`src/rtl/hazard_scoreboard_pkg.sv`:
```
// Shared constants and types for the hazard scoreboard: forward-select codes,
// the load flag position inside ResultSrc and the stall-cause bundle.
package hazard_scoreboard_pkg;

  localparam logic [1:0] FWD_RF   = 2'b00;
  localparam logic [1:0] FWD_W    = 2'b01;
  localparam logic [1:0] FWD_M    = 2'b10;
  localparam logic [1:0] FWD_LONG = 2'b11;

  localparam int RESULT_SRC_LOAD_BIT = 0;

  // Wide enough for LONG_LAT-1 with LONG_LAT up to 15.
  localparam int LAT_CNT_W = 4;

  typedef struct packed {
    logic raw;
    logic load_use;
    logic scoreboard;
    logic waw;
    logic structural;
  } stall_cause_t;

endpackage

```
`src/rtl/hazard_scoreboard_long_op_tracker.sv`:
```
// Tracks the single in-flight long-latency op: busy flag, remaining-cycle
// count, destination index and the one-cycle writeback pulse.
module long_op_tracker
  import hazard_scoreboard_pkg::*;
#(
  parameter int REG_AW   = 5,
  parameter int LONG_LAT = 4
) (
  input  logic              clk,
  input  logic              reset,
  input  logic              issue,
  input  logic [REG_AW-1:0] rd,
  output logic              busy,
  output logic              done,
  output logic [REG_AW-1:0] long_rd
);

  localparam logic [LAT_CNT_W-1:0] CNT_LOAD = LAT_CNT_W'(LONG_LAT - 1);

  logic                 busy_reg, busy_next;
  logic [LAT_CNT_W-1:0] cnt_reg, cnt_next;
  logic [REG_AW-1:0]    rd_reg, rd_next;

  assign busy    = busy_reg;
  assign done    = busy_reg && (cnt_reg == '0);
  assign long_rd = rd_reg;

  // An issue attempt while busy is ignored; a zero destination never starts an op.
  always_comb begin
    busy_next = busy_reg;
    cnt_next  = cnt_reg;
    rd_next   = rd_reg;
    if (busy_reg) begin
      if (cnt_reg != '0) begin
        cnt_next = cnt_reg - 1'b1;
      end else begin
        busy_next = 1'b0;
      end
    end else if (issue && (rd != '0)) begin
      busy_next = 1'b1;
      rd_next   = rd;
      cnt_next  = CNT_LOAD;
    end
  end

  always_ff @(posedge clk) begin
    if (reset) begin
      busy_reg <= 1'b0;
      cnt_reg  <= '0;
      rd_reg   <= '0;
    end else begin
      busy_reg <= busy_next;
      cnt_reg  <= cnt_next;
      rd_reg   <= rd_next;
    end
  end

endmodule

```
`src/rtl/hazard_scoreboard.sv`:
```
// Pipeline hazard unit: E-stage forwarding, D-stage stall/flush generation
// around one long-latency unit, plus stall and flush performance counters.
module hazard_scoreboard
  import hazard_scoreboard_pkg::*;
#(
  parameter int REG_AW   = 5,
  parameter int LONG_LAT = 4,
  parameter int CNT_W    = 32,
  parameter int FWD_EN   = 1
) (
  input  logic              clk,
  input  logic              reset,
  input  logic [REG_AW-1:0] Rs1D,
  input  logic [REG_AW-1:0] Rs2D,
  input  logic [REG_AW-1:0] RdD,
  input  logic              RegWriteD,
  input  logic              LongOpD,
  input  logic [REG_AW-1:0] Rs1E,
  input  logic [REG_AW-1:0] Rs2E,
  input  logic [REG_AW-1:0] RdE,
  input  logic              RegWriteE,
  input  logic              LongOpE,
  input  logic [1:0]        ResultSrcE,
  input  logic [REG_AW-1:0] RdM,
  input  logic [REG_AW-1:0] RdW,
  input  logic              RegWriteM,
  input  logic              RegWriteW,
  input  logic              PCSrcE,
  output logic [1:0]        ForwardAE,
  output logic [1:0]        ForwardBE,
  output logic              StallF,
  output logic              StallD,
  output logic              FlushD,
  output logic              FlushE,
  output logic              LongDone,
  output logic [REG_AW-1:0] LongRd,
  output logic [CNT_W-1:0]  StallCycles,
  output logic [CNT_W-1:0]  FlushCount
);

  logic busy;

  long_op_tracker #(
    .REG_AW  (REG_AW),
    .LONG_LAT(LONG_LAT)
  ) u_tracker (
    .clk    (clk),
    .reset  (reset),
    .issue  (LongOpE),
    .rd     (RdE),
    .busy   (busy),
    .done   (LongDone),
    .long_rd(LongRd)
  );

  logic [REG_AW-1:0] rs_e [2];
  logic [REG_AW-1:0] rs_d [2];
  logic [1:0]        fwd_sel [2];
  logic [1:0]        raw_hit;
  logic [1:0]        lu_hit;
  logic [1:0]        sb_hit;

  assign rs_e[0] = Rs1E;
  assign rs_e[1] = Rs2E;
  assign rs_d[0] = Rs1D;
  assign rs_d[1] = Rs2D;

  // Register 0 is hard-wired, so a zero source index is excluded from every match.
  for (genvar gi = 0; gi < 2; gi++) begin : g_src
    logic e_valid, d_valid;
    logic hit_m, hit_long, hit_w;

    assign e_valid  = (rs_e[gi] != '0);
    assign hit_m    = e_valid && RegWriteM && (rs_e[gi] == RdM);
    assign hit_long = e_valid && LongDone && (rs_e[gi] == LongRd);
    assign hit_w    = e_valid && RegWriteW && (rs_e[gi] == RdW);

    assign fwd_sel[gi] = (FWD_EN == 0) ? FWD_RF   :
                         hit_m         ? FWD_M    :
                         hit_long      ? FWD_LONG :
                         hit_w         ? FWD_W    : FWD_RF;

    assign d_valid     = (rs_d[gi] != '0);
    assign raw_hit[gi] = d_valid && ((RegWriteE && (rs_d[gi] == RdE)) ||
                                     (RegWriteM && (rs_d[gi] == RdM)) ||
                                     (RegWriteW && (rs_d[gi] == RdW)));
    assign lu_hit[gi]  = d_valid && (rs_d[gi] == RdE);
    assign sb_hit[gi]  = d_valid && (rs_d[gi] == LongRd);
  end

  assign ForwardAE = fwd_sel[0];
  assign ForwardBE = fwd_sel[1];

  stall_cause_t cause;
  logic         stall;
  logic         long_pending;

  // The long write port is write-through, so the LongDone cycle itself never stalls.
  assign long_pending     = busy && !LongDone;
  assign cause.raw        = (FWD_EN == 0) && (|raw_hit);
  assign cause.load_use   = ResultSrcE[RESULT_SRC_LOAD_BIT] && (RdE != '0) && (|lu_hit);
  assign cause.scoreboard = long_pending && (|sb_hit);
  assign cause.waw        = long_pending && RegWriteD && (RdD == LongRd);
  assign cause.structural = long_pending && LongOpD;
  assign stall            = |cause;

  assign StallF = stall && !PCSrcE;
  assign StallD = stall && !PCSrcE;
  assign FlushD = PCSrcE;
  assign FlushE = stall || PCSrcE;

  logic unused_result_src;
  assign unused_result_src = ^ResultSrcE;

  logic [CNT_W-1:0] stall_cnt_reg;
  logic [CNT_W-1:0] flush_cnt_reg;

  always_ff @(posedge clk) begin
    if (reset) begin
      stall_cnt_reg <= '0;
      flush_cnt_reg <= '0;
    end else begin
      if (StallD && (stall_cnt_reg != '1)) begin
        stall_cnt_reg <= stall_cnt_reg + 1'b1;
      end
      if (PCSrcE && (flush_cnt_reg != '1)) begin
        flush_cnt_reg <= flush_cnt_reg + 1'b1;
      end
    end
  end

  assign StallCycles = stall_cnt_reg;
  assign FlushCount  = flush_cnt_reg;

endmodule

```
`config.mk`:
```
export PLATFORM = sky130hd
export DESIGN_NAME = hazard_scoreboard
export DESIGN_NICKNAME = d
export VERILOG_FILES = /design/src/rtl/hazard_scoreboard_pkg.sv /design/src/rtl/hazard_scoreboard_long_op_tracker.sv /design/src/rtl/hazard_scoreboard.sv
export SDC_FILE = /design/constraint.sdc
export NUM_CORES = 1
export LEC_CHECK = 0
export CORE_MARGIN = 3
export CORE_UTILIZATION = 30
export DETAILED_ROUTE_END_ITERATION = 16
export GPL_ROUTABILITY_DRIVEN = 0
export PLACE_DENSITY = 0.63
export SYNTH_ARGS = -nofsm -noshare
export SYNTH_HDL_FRONTEND = slang
export SYNTH_SLANG_ARGS = --single-unit
export TNS_END_PERCENT = 50
```
`constraint.sdc`:
```
create_clock -name clk -period 5 [get_ports clk]
set_input_delay 0.75 -clock clk [delete_from_list [all_inputs] [get_ports clk]]
set_output_delay 0.75 -clock clk [all_outputs]
set_load 0.05 [all_outputs]
```
==> results.cfg, run 1 <==
[outcome]
status = complete, no violations

[global_routing]
grt_overflow = 0
antenna_found_initial = 0
gr-usage-all-layers_pct = 15.2
vias_in_the_first_global_route = 4079
grt_start_max_net_pins = 53
grt_pass1_wl_um = 20400

[drt]
met2_wirelength_um = 6000
first_iter_violations = 175
highest_layer = met4
post_dr_wirelength_cell_um = 15.0
drt-total-wl_um = 12500
drt-pass1-iter-count = 4
detail_route.drc_violations = 0
met1Wirelength_um = 5690
vias_per_inst = 5.12
via_count = 4269
wl_met3_um = 581
drtAntennaViolNets = 0

[synthesis]
synth-edff-count = 0
yosysSeqAreaShare_pct = 33.5
synth-seq-cells = 74
post_synth_instance_area_um2 = 4420
post_synth_inst_count = 541
yosysWarnings = 0
synth-async-reset-ratio_pct = 0
total_nets_after_synthesis = 595
ys_types = 43
syn_avg_cell_area_um2 = 8.17
ys.flop_type = dfxtp_1

[setup_path]
cp_data_arrival_time_ns = 3.29
cp_bufs_invs = 2
worst_setup_path_end_kind = output pin
rr_endpoint = StallCycles[31]
critical-path-max-stage-delay_ns = 0.73
crit_chain = clkdlybuf4s50_1 > or4_1 > nor2_1 > nor4_1 > nor4_1 > o22a_2 > nor2_1 > clkdlybuf4s50_1
cpMaxStageDelayCell = clkdlybuf4s50_1
rr_worst_depth = 6
worstSetupStartpointType = input port
critical_path_peak_fanout = 3
critPathRequiredTime_ns = 4.25
rr_startpoint = StallCycles[6]
timing_worst_setup_path_type = in2out
reg2reg_slack_ns = 2.15
critical-path-top-delay-family = buffers and inverters

[cells_and_area]
syn_to_final_growth_pct = 36.9
total_number_of_nets_in_the_final_design = 704
num_antenna_cells = 0
drive_gt1_share_pct = 6.28

[clock_tree]
cts.sink_count = 74
cts_resized = 0
clk_transition_reported_paths_ns = 0.06
numCtsBuffers = 9
cts_root_buf = clkbuf_16
clkLatencyLatePin_ns = 0.33
cts_buffer_depth = 2
post-cts-setup-buffer-count = 0
cts_tree = built
number_of_h_tree_levels = 3
cts_hold_buf = 0

[power_and_ir_drop]
report.power.total_uw = 1460
power.share.switching_pct = 25.1
power.leakage_uw = 0.00204
power.share.sequential_pct = 41.9
power.ir.vdd_worst_uv = 151
power.switching_uw = 367
power.combinational.fraction_pct = 14.3
areal_power_density_over_the_cells_nw_per_um2 = 242
cell_internal_pwr_uw = 1100
share_clk_of_total_power_pct = 43.8

[die]
die_area_um2 = 16200
ioPinCount = 129
core_region_area_um2 = 14100
initial_util_pct = 31.2
placement_rows = 43
die_height_um = 127
die_width_um = 127

[worst_hold_path]
holdPathEnd = FlushCount[1]
min-delay-path-class = reg2reg
cells_on_worst_hold_path = 2
worst_hold_startpoint = FlushCount[1]

[timing]
clock_skew_ns = 0.00619
final-setup-viol-count = 0
fmaxAchievable_mhz = 247
tightest_slew_ns = 0.900
unrepaired_setup_endpoints_after_global_routing = false
timing.final.max_slew_violations = 0
timing.final.hold_violations = 0
final.setup.tns_ns = 0
worst_slew_margin_rel_pct = 40.0
timing.final.crit_share_pct = 80.8
period_needed_ns = 4.04
fin_hold_ws_ns = 0.503

[run]
maxCapViolations = 0

[placement]
place.detailed.hpwl_um = 9150
port_buffers = 126
## routing by layer
metal | vias to the layer above | track usage (%)
met5 | - | 0
met4 | 0 | 6.12
met3 | 16 | 2.84
met2 | 91 | 25.4
met1 | 2024 | 19.3
li1 | 2138 | -
## kinds of logic (layout without fill, tap and decap cells)
family / after synthesis / after routing / synth area share [%]
xor+xnor: 88 / 88 / 17.4
simple gates: 272 / 272 / 32.5
flops: 74 / 74 / 33.5
mux: 16 / 16 / 4.07
buf+inv: 38 / 150 / 4.24
compound gates: 50 / 50 / 7.36
fa+ha+maj: 3 / 3 / 0.849
## worst max path at each step
stage	to	slack (ns)	start	cells after the start
after floorplan	StallF	1.33	u_tracker.long_rd[3]	10
after global placement	StallD	0.96	Rs2D[1]	8
after detailed placement	StallF	0.93	Rs2D[1]	8
after CTS	StallF	0.93	Rs2D[1]	8
after global routing	StallF	0.82	Rs2D[2]	8
final	StallD	0.96	Rs2D[1]	8
## tightest hold or removal path: cells and delay by family (launching register included)
| family | cells | cell delay, ns |
|---|---|---|
| compound gates | 1 | 0.06 |
| flops | 1 | 0.34 |
| simple gates | 1 | 0.06 |
## power groups by stage
stage	sequential, µW	clock (µW)	combinational [µW]
finish	613	641	209
global route	614	684	228
CTS	613	656	211
detailed placement	626	0	209
global placement	625	0	203
floorplan	633	0	119
## placed cells by master, fill, tap and decap left out, types with 3 or more instances in the layout
master	Yosys	routed
ha_1	3	3
nand3_1	31	31
xnor2_1	41	41
nor2b_1	18	18
inv_1	8	8
a21oi_1	23	23
and4_1	6	6
nand4_1	27	27
and3_1	11	11
mux2_2	15	15
nor4_1	19	19
a22oi_1	3	3
dfxtp_1	74	74
nand2_1	36	36
and2_1	6	6
nor3_1	20	20
xor2_1	47	47
clkbuf_16	0	9
clkdlybuf4s50_1	0	125
o31ai_1	14	14
nor2_1	67	67
or4_1	18	18
## Yosys cell counts (18+ instances only)
master / instances / area share [%]
dfxtp_1: 74 / 34
nor2_1: 67 / 5.7
xor2_1: 47 / 9.3
xnor2_1: 41 / 8.1
nand2_1: 36 / 3.1
nand3_1: 31 / 3.5
nand4_1: 27 / 3.8
a21oi_1: 23 / 2.6
nor3_1: 20 / 2.3
nor4_1: 19 / 2.7
nor2b_1: 18 / 2.5
or4_1: 18 / 3.1
## cell type report
type,instances,area [µm²]
Fill cell,1413,8100
Multi-Input combinational cell,429,2750
Sequential cell,74,1480
Timing Repair Buffer,128,1270
Clock buffer,11,253
Tap cell,180,225
Clock inverter,3,40.0
Inverter,8,30.0
## stage by stage
step,setup WS [ns],cell area [µm²],instances,util [%]
6_report,0.959,6050,833,42.8
5_1_grt,0.820,6050,833,42.8
4_1_cts,0.931,6050,833,42.8
3_5_place_dp,0.935,5760,819,40.7
3_3_place_gp,0.958,5760,819,40.7
2_1_floorplan,1.33,4420,541,-
Power figures use the tool's default switching activity.
==> run 2: changes to the inputs <==
Settings changed: PLACE_DENSITY 0.63 to 0.65.
Clock period 5 ns to 3.6 ns, I/O delays scaled along.
==> run 2 against run 1 <==
Against the previous run:
- die area is the same
- combinational power up 41%
- core utilization grew 0.32 points
==> results.cfg, run 2 (synthesized netlist as in run 1, its figures left out) <==
[outcome]
status = complete, no violations

[setup_path]
worst_setup_path_end_kind = output pin
critical_path_peak_fanout = 4
path_common_cell = clkdlybuf4s50_1
reg2reg_slack_ns = 0.99
rr_startpoint = u_tracker.long_rd[2]
crit_chain = clkdlybuf4s50_1 > or4_1 > nor2_1 > nor4_1 > or2_2 > clkdlybuf4s50_1
critPathRequiredTime_ns = 3.06
rr_endpoint = StallCycles[8]
cp_data_arrival_time_ns = 2.87
timing_worst_setup_path_type = in2out
rr_worst_depth = 8
worstSetupStartpointType = input port
critical-path-max-stage-delay_ns = 0.70
cpMaxStageDelayCell = clkdlybuf4s50_1

[cells_and_area]
syn_to_final_growth_pct = 37.9
total_number_of_nets_in_the_final_design = 710
commonest_non_fill_non_tap_cell_in_the_layout = clkdlybuf4s50_1
num_antenna_cells = 0
instances_no_fill = 840
drive_gt1_share_pct = 7.88
final_design_area_no_fill_um2 = 6100
highest_count_cells_in_the_layout_ignoring_fill_and_taps = clkdlybuf4s50_1, dfxtp_1, nor2_1

[timing]
tightest_slew_ns = 1.07
clock_skew_ns = 0.00672
final.setup.tns_ns = 0
fin_hold_ws_ns = 0.502
unrepaired_setup_endpoints_after_global_routing = false
fmaxAchievable_mhz = 293
worst_slew_margin_rel_pct = 28.4
period_needed_ns = 3.41
timing.final.hold_violations = 0
timing.final.max_slew_violations = 0
timing.final.crit_share_pct = 94.8
final-setup-viol-count = 0

[global_routing]
grt_pass1_wl_um = 20300
vias_in_the_first_global_route = 4205
antenna_found_initial = 0
gr-usage-all-layers_pct = 15.0
grt_start_max_net_pins = 60
grt_overflow = 0

[drt]
vias_per_inst = 5.15
detail_route.drc_violations = 0
drt-total-wl_um = 12500
drt-pass1-iter-count = 4
drtAntennaViolNets = 0
via_count = 4328
post_dr_wirelength_cell_um = 14.9
first_iter_violations = 244

[clock_tree]
post-cts-setup-buffer-count = 0
clkLatencyLatePin_ns = 0.33
numCtsBuffers = 9
cts_resized = 0
number_of_h_tree_levels = 3
cts_root_buf = clkbuf_16
cts_tree = built
cts_buffer_depth = 2
cts.sink_count = 74
cts_hold_buf = 0
clk_transition_reported_paths_ns = 0.06

[power_and_ir_drop]
areal_power_density_over_the_cells_nw_per_um2 = 339
power.leakage_uw = 0.00209
power.ir.vdd_worst_uv = 219

[die]
die_width_um = 127
die_area_um2 = 16200
die_height_um = 127
core_region_area_um2 = 14100
placement_rows = 43
initial_util_pct = 31.2
ioPinCount = 129

[worst_hold_path]
worst_hold_startpoint = FlushCount[1]
holdPathEnd = FlushCount[1]
min-delay-path-class = reg2reg
cells_on_worst_hold_path = 2

[placement]
detailed_place.area_um2 = 5790
port_buffers = 126
place.detailed.hpwl_um = 9160
numPlacedInstances = 825

[run]
maxCapViolations = 0
run 2: final cells by class:
class | instances | area, µm²
Clock inverter | 2 | 35.0
Inverter | 8 | 30.0
Fill cell | 1400 | 8050
Tap cell | 180 | 225
Timing Repair Buffer | 134 | 1300
Clock buffer | 13 | 270
Sequential cell | 74 | 1480
Multi-Input combinational cell | 429 | 2750
run 2: stage by stage:
| step | power, µW | utilization (%) | setup slack, ns |
|---|---|---|---|
| 6_report | 2070 | 43.1 | 0.188 |
| 3_5_place_dp | 1160 | 40.9 | 0.209 |
| 5_1_grt | 2150 | 43.1 | 0.114 |
| 3_3_place_gp | 1160 | 40.9 | 0.229 |
| 4_1_cts | 2090 | 43.1 | 0.199 |
| 2_1_floorplan | 1040 | - | 0.136 |
run 2: worst max path at each step:
stage                               from            to  slack, ns
floorplan           u_tracker.long_rd[3]        StallF       0.14
global placement                 Rs2E[2]  ForwardBE[1]       0.23
detailed placement               Rs2E[2]  ForwardBE[1]       0.21
CTS                              Rs2E[2]  ForwardBE[1]       0.20
global route                     Rs1E[1]  ForwardAE[1]       0.11
finish                           Rs2E[1]  ForwardBE[1]       0.19
run 2: worst max-delay path: cells and delay by family:
| family | cells | cell delay [ns] |
|---|---|---|
| simple gates | 4 | 1.12 |
| buf+inv | 2 | 1.20 |
run 2: power breakdown:
part | leakage (µW) | switching (µW) | total [µW] | internal, µW
Combinational | 0.00134 | 164 | 295 | 131
Clock | 0.000152 | 331 | 919 | 588
Sequential | 0.000598 | 19.9 | 851 | 831
Total | 0.00209 | 515 | 2070 | 1550
run 2: layer usage:
layer / routed length, µm / vias up / global-route usage, %
li1: - / 2149 / -
met1: 5880 / 2034 / 19.3
met2: 5530 / 130 / 23.8
met3: 880 / 15 / 3.76
met4: 209 / 0 / 6.62
met5: 0 / - / 0
==> run 3: changes to the inputs <==
Settings changed: SKIP_LAST_GASP from default to 1.
==> results of run 3 <==
No change in the layout: final DEF, timing and power equal those of run 2.
